$ cat src/rtl/fetch_pkg.sv
// Shared opcodes, BHT counter type and the saturating counter update used by
// the fetch stage.
package fetch_pkg;

    localparam logic [5:0]  OP_BEQ   = 6'h04;
    localparam logic [5:0]  OP_BNE   = 6'h05;
    localparam logic [5:0]  OP_J     = 6'h02;
    localparam logic [31:0] NOP_WORD = 32'h0;

    typedef logic [1:0] bht_ctr_t;

    localparam bht_ctr_t BHT_WNT = 2'b01;

    // 2-bit saturating counter step: 11 and 00 are sticky at their ends.
    function automatic bht_ctr_t bht_next(bht_ctr_t c, logic taken);
        if (taken) return (c == 2'b11) ? c : c + 2'b01;
        return (c == 2'b00) ? c : c - 2'b01;
    endfunction

endpackage

$ cat src/rtl/fetch_predict_stage_bht.sv
// Untagged 2-bit saturating branch history table: one combinational read port,
// one synchronous training port.
module bht_2bit
    import fetch_pkg::*;
#(
    parameter int IDX = 4
) (
    input  logic           clk,
    input  logic           reset,
    input  logic [IDX-1:0] rd_idx_i,
    output logic [1:0]     rd_ctr_o,
    input  logic           upd_valid_i,
    input  logic [IDX-1:0] upd_idx_i,
    input  logic           upd_taken_i
);

    localparam int DEPTH = 2 ** IDX;

    logic [DEPTH-1:0][1:0] ctr_q, ctr_d;

    always_comb begin
        ctr_d = ctr_q;
        if (upd_valid_i)
            ctr_d[upd_idx_i] = bht_next(ctr_q[upd_idx_i], upd_taken_i);
    end

    // Read sees the registered value, so a same-cycle update is not forwarded.
    assign rd_ctr_o = ctr_q[rd_idx_i];

    always_ff @(posedge clk) begin
        if (!reset) ctr_q <= {DEPTH{BHT_WNT}};
        else        ctr_q <= ctr_d;
    end

endmodule

$ cat src/rtl/fetch_predict_stage.sv
// Instruction fetch: PC register, BHT-based branch prediction, next-PC
// selection and the IF/ID pipeline register.
module fetch_predict_stage
    import fetch_pkg::*;
#(
    parameter int PC_WIDTH = 5,
    parameter int BHT_IDX  = 4
) (
    input  logic                clk,
    input  logic                reset,
    output logic [PC_WIDTH-1:0] imem_addr,
    input  logic [31:0]         imem_data,
    input  logic                if_id_write,
    input  logic                redirect_valid,
    input  logic [PC_WIDTH-1:0] redirect_pc,
    input  logic                upd_valid,
    input  logic [PC_WIDTH-1:0] upd_pc,
    input  logic                upd_taken,
    output logic [31:0]         instr_D,
    output logic [PC_WIDTH-1:0] pc_D,
    output logic [PC_WIDTH-1:0] pc_plus1_D,
    output logic                prediction_D,
    output logic                valid_D
);

    localparam logic [PC_WIDTH-1:0] PC_ONE = PC_WIDTH'(1);

    logic [PC_WIDTH-1:0] pc_q, pc_d;
    logic [PC_WIDTH-1:0] pc_plus1, imm_ext, target;
    logic [5:0]          opcode;
    logic                is_cond, is_jump, pred_taken;
    logic [1:0]          bht_ctr;
    logic                unused_imem;

    assign imem_addr   = pc_q;
    assign opcode      = imem_data[31:26];
    assign is_cond     = (opcode == OP_BEQ) || (opcode == OP_BNE);
    assign is_jump     = (opcode == OP_J);
    assign unused_imem = ^imem_data[25:16];

    // Sign-extend then truncate; the add wraps modulo 2**PC_WIDTH.
    assign imm_ext  = PC_WIDTH'($signed(imem_data[15:0]));
    assign pc_plus1 = pc_q + PC_ONE;
    assign target   = pc_plus1 + imm_ext;

    bht_2bit #(.IDX(BHT_IDX)) u_bht (
        .clk         (clk),
        .reset       (reset),
        .rd_idx_i    (pc_q[BHT_IDX-1:0]),
        .rd_ctr_o    (bht_ctr),
        .upd_valid_i (upd_valid),
        .upd_idx_i   (upd_pc[BHT_IDX-1:0]),
        .upd_taken_i (upd_taken)
    );

    assign pred_taken = is_jump | (is_cond & bht_ctr[1]);

    always_comb begin
        pc_d = pc_plus1;
        if (redirect_valid)   pc_d = redirect_pc;
        else if (!if_id_write) pc_d = pc_q;
        else if (pred_taken)  pc_d = target;
    end

    always_ff @(posedge clk) begin
        if (!reset) begin
            pc_q         <= '0;
            instr_D      <= NOP_WORD;
            pc_D         <= '0;
            pc_plus1_D   <= '0;
            prediction_D <= 1'b0;
            valid_D      <= 1'b0;
        end else begin
            pc_q <= pc_d;
            // A redirect flushes IF/ID even while decode is stalled.
            if (redirect_valid) begin
                instr_D      <= NOP_WORD;
                pc_D         <= '0;
                pc_plus1_D   <= '0;
                prediction_D <= 1'b0;
                valid_D      <= 1'b0;
            end else if (if_id_write) begin
                instr_D      <= imem_data;
                pc_D         <= pc_q;
                pc_plus1_D   <= pc_plus1;
                prediction_D <= pred_taken;
                valid_D      <= 1'b1;
            end
        end
    end

endmodule

$ cat config.mk
export PLATFORM = sky130hd
export DESIGN_NAME = fetch_predict_stage
export DESIGN_NICKNAME = d
export VERILOG_FILES = /design/src/rtl/fetch_pkg.sv /design/src/rtl/fetch_predict_stage_bht.sv /design/src/rtl/fetch_predict_stage.sv
export SDC_FILE = /design/constraint.sdc
export NUM_CORES = 1
export LEC_CHECK = 0
export CAP_MARGIN = 20
export CORE_MARGIN = 4
export CORE_UTILIZATION = 44
export DETAILED_ROUTE_END_ITERATION = 7
export PLACE_DENSITY = 0.74
export SYNTH_ARGS = -nofsm -noshare
export SYNTH_HDL_FRONTEND = slang
export SYNTH_SLANG_ARGS = --single-unit
$ cat constraint.sdc
create_clock -name clk -period 2.2 [get_ports clk]
set_input_delay 0.44 -clock clk [delete_from_list [all_inputs] [get_ports clk]]
set_output_delay 0.44 -clock clk [all_outputs]
set_load 0.01 [all_outputs]
=== After elaboration in Yosys (flattened, before gate mapping) ===
Index checks and enable logic that the tools add are counted.

* Flip-flop bits (word level): 81
* Input port bits: 48
* Output and inout port bits: 49

* Add/subtract/negate cells: 4
* Order comparisons: 3
* Eq/ne operators: 4
* Muxes and demuxes: 17
* Bitwise operators: 3
* Reduce and logical (&&, ||, !) cells: 5

{| class="wikitable"
|+ Operator list
! operator !! count
|-
| bitwise mux 32 bit || 1
|-
| binary-select mux 2 bit (select 4 bit) || 2
|-
| 2-to-1 mux 2 bit || 8
|-
| 2-to-1 mux 5 bit || 3
|-
| equality test 6 x 3 -> 1 bit, second input constant || 2
|-
| less-than comparator 4 x 5 -> 1 bit, second input constant || 2
|-
| demux 2 bit (select 4 bit) || 1
|-
| equality test 6 x 2 -> 1 bit, second input constant || 1
|-
| adder 5 x 1 -> 5 bit, second input constant || 1
|-
| adder 5 bit || 1
|-
| >= comparator 4 x 1 -> 1 bit, second input constant || 1
|-
| adder 2 x 1 -> 2 bit, second input constant || 1
|-
| equality test 2 bit, second input constant || 1
|-
| logical NOT 2 bit || 1
|-
| 2-to-1 mux 1 bit || 2
|-
| nonzero test 2 bit || 1
|-
| OR reduction 2 bit || 1
|-
| subtractor 2 x 1 -> 2 bit, second input constant || 1
|-
| bitwise AND 1 bit || 1
|-
| logical AND 1 bit || 1
|-
| logical OR 1 bit || 1
|-
| NOT 1 bit || 1
|-
| OR 1 bit || 1
|}

=== Longest topological paths before layout ===
* Word-level depth: 8
* Depth in mapped cells: 10
* Mapped depth without buffers: 9

=== Cells and area by module ===
From an unflattened synthesis, not the netlist that was laid out.

* Cell total of the unflattened synthesis: 398
* Area total of the unflattened synthesis: 4108.9 um^2

{| class="wikitable"
|+ Modules (own cells, without submodules)
! module !! times used !! cells each !! area each (um^2) !! sequential area each (um^2)
|-
| fetch_predict_stage || 1 || 204 || 2079.5 || 980.9
|-
| bht_2bit || 1 || 194 || 2029.4 || 640.6
|}

=== Least setup slack after synthesis ===
OpenSTA, ideal clock, no wires.

* Path type: register to register
* Start point: register pc_q[0], in the netlist imem_addr[0]
* End point: register pc_q[4], in the netlist imem_addr[4]
* Arrival time: 2.041 ns
* Path slack: 0.028 ns
* Stages on the path, launching flop included: 10
* Buffers on the path: 1
* Cells stage by stage: dfxtp_1 > buf_2 > inv_1 > ha_1 > fa_1 > a21o_1 > a21oi_1 > xnor2_1 > o22a_1 > o211ai_1

{| class="wikitable"
|+ RTL lines
! item !! line !! RTL
|-
| start: declaration || fetch_predict_stage.sv:28 || <nowiki>logic [PC_WIDTH-1:0] pc_q, pc_d;</nowiki>
|-
| start signal: assignment || fetch_predict_stage.sv:74 || <nowiki>pc_q <= pc_d;</nowiki>
|-
| adder 5 x 1 -> 5 bit || fetch_predict_stage.sv:43 || <nowiki>assign pc_plus1 = pc_q + PC_ONE;</nowiki>
|-
| via pc_plus1[0] || fetch_predict_stage.sv:29 || <nowiki>logic [PC_WIDTH-1:0] pc_plus1, imm_ext, target;</nowiki>
|-
| adder 5 bit || fetch_predict_stage.sv:44 || <nowiki>assign target = pc_plus1 + imm_ext;</nowiki>
|-
| 2-to-1 mux 5 bit || fetch_predict_stage.sv:62 || <nowiki>else if (pred_taken) pc_d = target;</nowiki>
|-
| 2-to-1 mux 5 bit || fetch_predict_stage.sv:61 || <nowiki>else if (!if_id_write) pc_d = pc_q;</nowiki>
|-
| 2-to-1 mux 5 bit || fetch_predict_stage.sv:60 || <nowiki>if (redirect_valid) pc_d = redirect_pc;</nowiki>
|}

The timed path passes the listed nets, and every way through them passes these cells. The select of a mux whose other input is x is not followed.
A chain may end at the register's enable or synchronous reset.

=== Worst setup path in the final report ===
Same ends and word-level chain as after synthesis.

==> impl_metrics.py <==
metrics = {
    "die": {
        "coreArea_um2": 8380,
        "num_rows": 33,
        "initial_core_util_pct": 46.1,
        "die_h_um": 102,
        "die_area_um2": 10300,
        "io-pin-count": 97,
        "die_w_um": 102,
    },
    "placement": {
        "dp_hpwl_um": 8070,
        "gp_congestion": 0.855,
        "io_buffers": 95,
    },
    "worst_hold_path": {
        "hold_start": "u_bht.ctr_q[18]$_SDFFE_PN1P_",
        "min_path_cells": 2,
        "hold_class": "reg2reg",
    },
    "sta": {
        "hold_violations": 0,
        "hold_ws_ns": 0.479,
        "period_minus_slack_ns": 2.14,
        "rsz0062_at_grt": "true",
        "slew_violations": 0,
        "slew_headroom_pct": 69.3,
        "period_share_pct": 97.3,
        "fmax_mhz": 467,
        "worst_slew_pin_slew_ns": 0.460,
        "setup_violations": 0,
        "skew_ns": 0.0201,
    },
    "grt": {
        "busiest_layer": "met2",
        "grt_pass1_vias": 3899,
        "grt_use_met1_pct": 26.4,
        "grt_max_degree": 45,
        "grt_use_total_pct": 22.7,
        "grtUsageMet3_pct": 9.78,
        "grt_overflow": 0,
        "antenna_found_initial": 0,
        "grt_pass1_wl_um": 18600,
        "met2_usage_pct": 36.9,
    },
    "yosys": {
        "synthXorXnorAreaFrac_pct": 1.36,
        "synth-compound-area-share_pct": 16.4,
        "synth_fa_ha_area_share_pct": 2.46,
        "synthCells": 419,
        "syn_nets": 474,
        "yosysWarnings": 0,
        "ys_async_sr_fraction_pct": 0,
        "syn-cell-area_um2": 3860,
        "dominantRegCellSynth": "dfxtp_1",
        "synth.area.mux_share_pct": 17.3,
        "synth_top_family_by_area": "multiplexers",
        "synthSimpleGateAreaFrac_pct": 16.8,
        "synth_edf_count": 0,
        "ys_seq_area_share_pct": 42.0,
        "yosys_register_bits": 81,
        "yosysUniqueCellTypes": 51,
        "synth_area_per_cell_um2": 9.22,
    },
    "setup_path": {
        "cp-startpoint": "imem_addr[0]$_SDFFE_PN0P_",
        "arrival_ns": 2.38,
        "cp-end-kind": "register",
        "crit_buf_inv": 1,
        "cp.depth": 9,
        "worstSetupPathType": "reg2reg",
        "critPathRequiredTime_ns": 2.44,
        "r2r_start": "imem_addr[0]$_SDFFE_PN0P_",
        "slowest_stage": "dfxtp_2",
        "cp_cell_sequence": "ha_1, xnor2_2, inv_1, ha_1, a21o_1, a21oi_2, xnor2_2, o22a_1, o211ai_1",
        "critical-path-max-stage-delay_ns": 0.36,
        "reg2reg_depth": 9,
        "critical_path.top_delay_family": "compound AO/OA/AOI/OAI gates",
        "path_max_fanout": 5,
        "startpoint_type": "register",
    },
    "clocking": {
        "clockBufferDepth": 2,
        "cts_sinks": 81,
        "clk_latency_ns": 0.35,
        "cts_inserted_buffers": 9,
        "htreeDepth": 3,
        "clkTransAtPathRegs_ns": 0.10,
        "cts_tree": "built",
        "cts-root-buf": "clkbuf_8",
    },
    "finish": {
        "nets": 605,
        "drive_gt1_share_pct": 17.3,
        "diodes": 0,
        "area_growth_pct": 43.0,
        "postLayoutCoreUtil_pct": 65.9,
    },
    "route": {
        "drtIter0Drc": 155,
        "first_pass_iters": 4,
        "drt_wl_total_um": 11200,
        "postRouteAntennaNets": 0,
        "drc_errors": 0,
        "num_vias": 3678,
        "routedWlPerCell_um": 16.9,
        "vias_per_cell": 5.57,
    },
    "power": {
        "total_leakage_power_nw": 2.18,
        "irDropWorstVdd_mv": 0.571,
        "powerDensity_nw_per_um2": 626,
    },
    "flow_run": {
        "drv_cap": 0,
    },
    "run_status": {
        "run_status": "completed",
    },
}
[final cells by class]
cell class | count | area (um2)
Clock buffer | 10 | 128
Timing Repair Buffer | 147 | 1350
Inverter | 9 | 33.8
Fill cell | 675 | 2860
Sequential cell | 81 | 1620
Tap cell | 105 | 131
Clock inverter | 6 | 115
Multi-Input combinational cell | 302 | 2140
[what timing repair did]
| action | in CTS | in global routing |
|---|---|---|
| endpoints found under the setup margin | 33 | 11 |
| pin swaps | 0 | 2 |
| gates resized for setup | 6 | 9 |
| gates cloned | 1 | 0 |
| buffers inserted | 2 | 1 |
| hold buffers | 0 | 0 |
[registers in the layout (all words and copies together), names as in the netlist]
name	count
u_bht.ctr_q	32
imem_addr	5
prediction_D	1
pc_D	5
instr_D	32
pc_plus1_D	5
valid_D	1
[metal layers]
metal / share of wire (%) / wire (um)
met4: 2.1 / 231
met3: 9.4 / 1050
met1: 41 / 4530
met2: 48 / 5340
met5: 0 / 0
[path summary, 6_finish.rpt]
kind,end,slack [ns]
min,u_bht.ctr_q[18]$_SDFFE_PN1P_,0.48
max,imem_addr[4]$_SDFFE_PN0P_,0.06
min reg2reg,u_bht.ctr_q[18]$_SDFFE_PN1P_,0.48
max reg2reg,imem_addr[4]$_SDFFE_PN0P_,0.06
[through the flow]
step | area [um2] | TNS [ns] | total power, W | instances | worst slack [ns]
after floorplan | 3860 | 0 | 0.00185 | 419 | 0.0281
after global placement | 5200 | -15.98 | 0.00213 | 640 | -0.627
after detailed placement | 5200 | -18.95 | 0.00215 | 640 | -0.753
after CTS | 5480 | 0 | 0.00348 | 659 | 0.0208
after global routing | 5520 | -0.0252 | 0.00361 | 660 | -0.0252
final | 5520 | 0 | 0.00346 | 660 | 0.0598
[cell families (layout without fill, tap and decap cells)]
| logic type | after synthesis | in the layout |
|---|---|---|
| AOI/OAI and AO/OA | 98 | 98 |
| muxes | 54 | 54 |
| DFF | 81 | 81 |
| xor gates and xnor gates | 6 | 6 |
| adders and majority gates | 7 | 7 |
| buffers and inverters | 36 | 172 |
| and+or+nand+nor | 137 | 137 |
[worst reg2reg max path: stages (launching register included)]
cell and delay, ns:
dfxtp_2 0.36, ha_1 0.25, xnor2_2 0.20, inv_1 0.11, ha_1 0.32, a21o_1 0.19, a21oi_2 0.21, xnor2_2 0.14
o22a_1 0.15, o211ai_1 0.09
[power breakdown]
group / switching, W / internal [W]
logic: 0.000278 / 0.000314
clock network: 0.000562 / 0.000761
registers: 0.0000327 / 0.00151
[cells in the mapped netlist (7+ instances only)]
master / number / share of area, %
mux2i_1: 40 / 10
dfxtp_1: 81 / 42
a21oi_1: 33 / 4.3
nand2b_1: 8 / 1.3
o211ai_1: 8 / 1.6
clkbuf_1: 19 / 1.8
o21ai_0: 31 / 4.0
nor2_1: 57 / 5.5
nand3_1: 10 / 1.3
inv_1: 9 / 0.87
nand2_1: 25 / 2.4
nor3_1: 11 / 1.4
mux4_2: 7 / 4.1
[placed cells by master, fill, tap and decap left out, types with 3 or more instances in the layout]
cell type        count
clkdlybuf4s50_1     92
dfxtp_1             79
nor2_1              57
buf_4               48
mux2i_1             40
a21oi_1             32
o21ai_0             31
nand2_1             25
nor3_1              11
nand3_1             10
inv_1                9
clkbuf_8             9
nand2b_1             8
o211ai_1             8
mux4_2               7
ha_1                 6
nor2b_1              5
nor3b_1              5
or3_1                5
mux2_2               5
o2111ai_1            5
xor2_1               4
a211oi_1             3
o311ai_0             3
bufinv_16            3
Power figures use the tool's default switching activity.
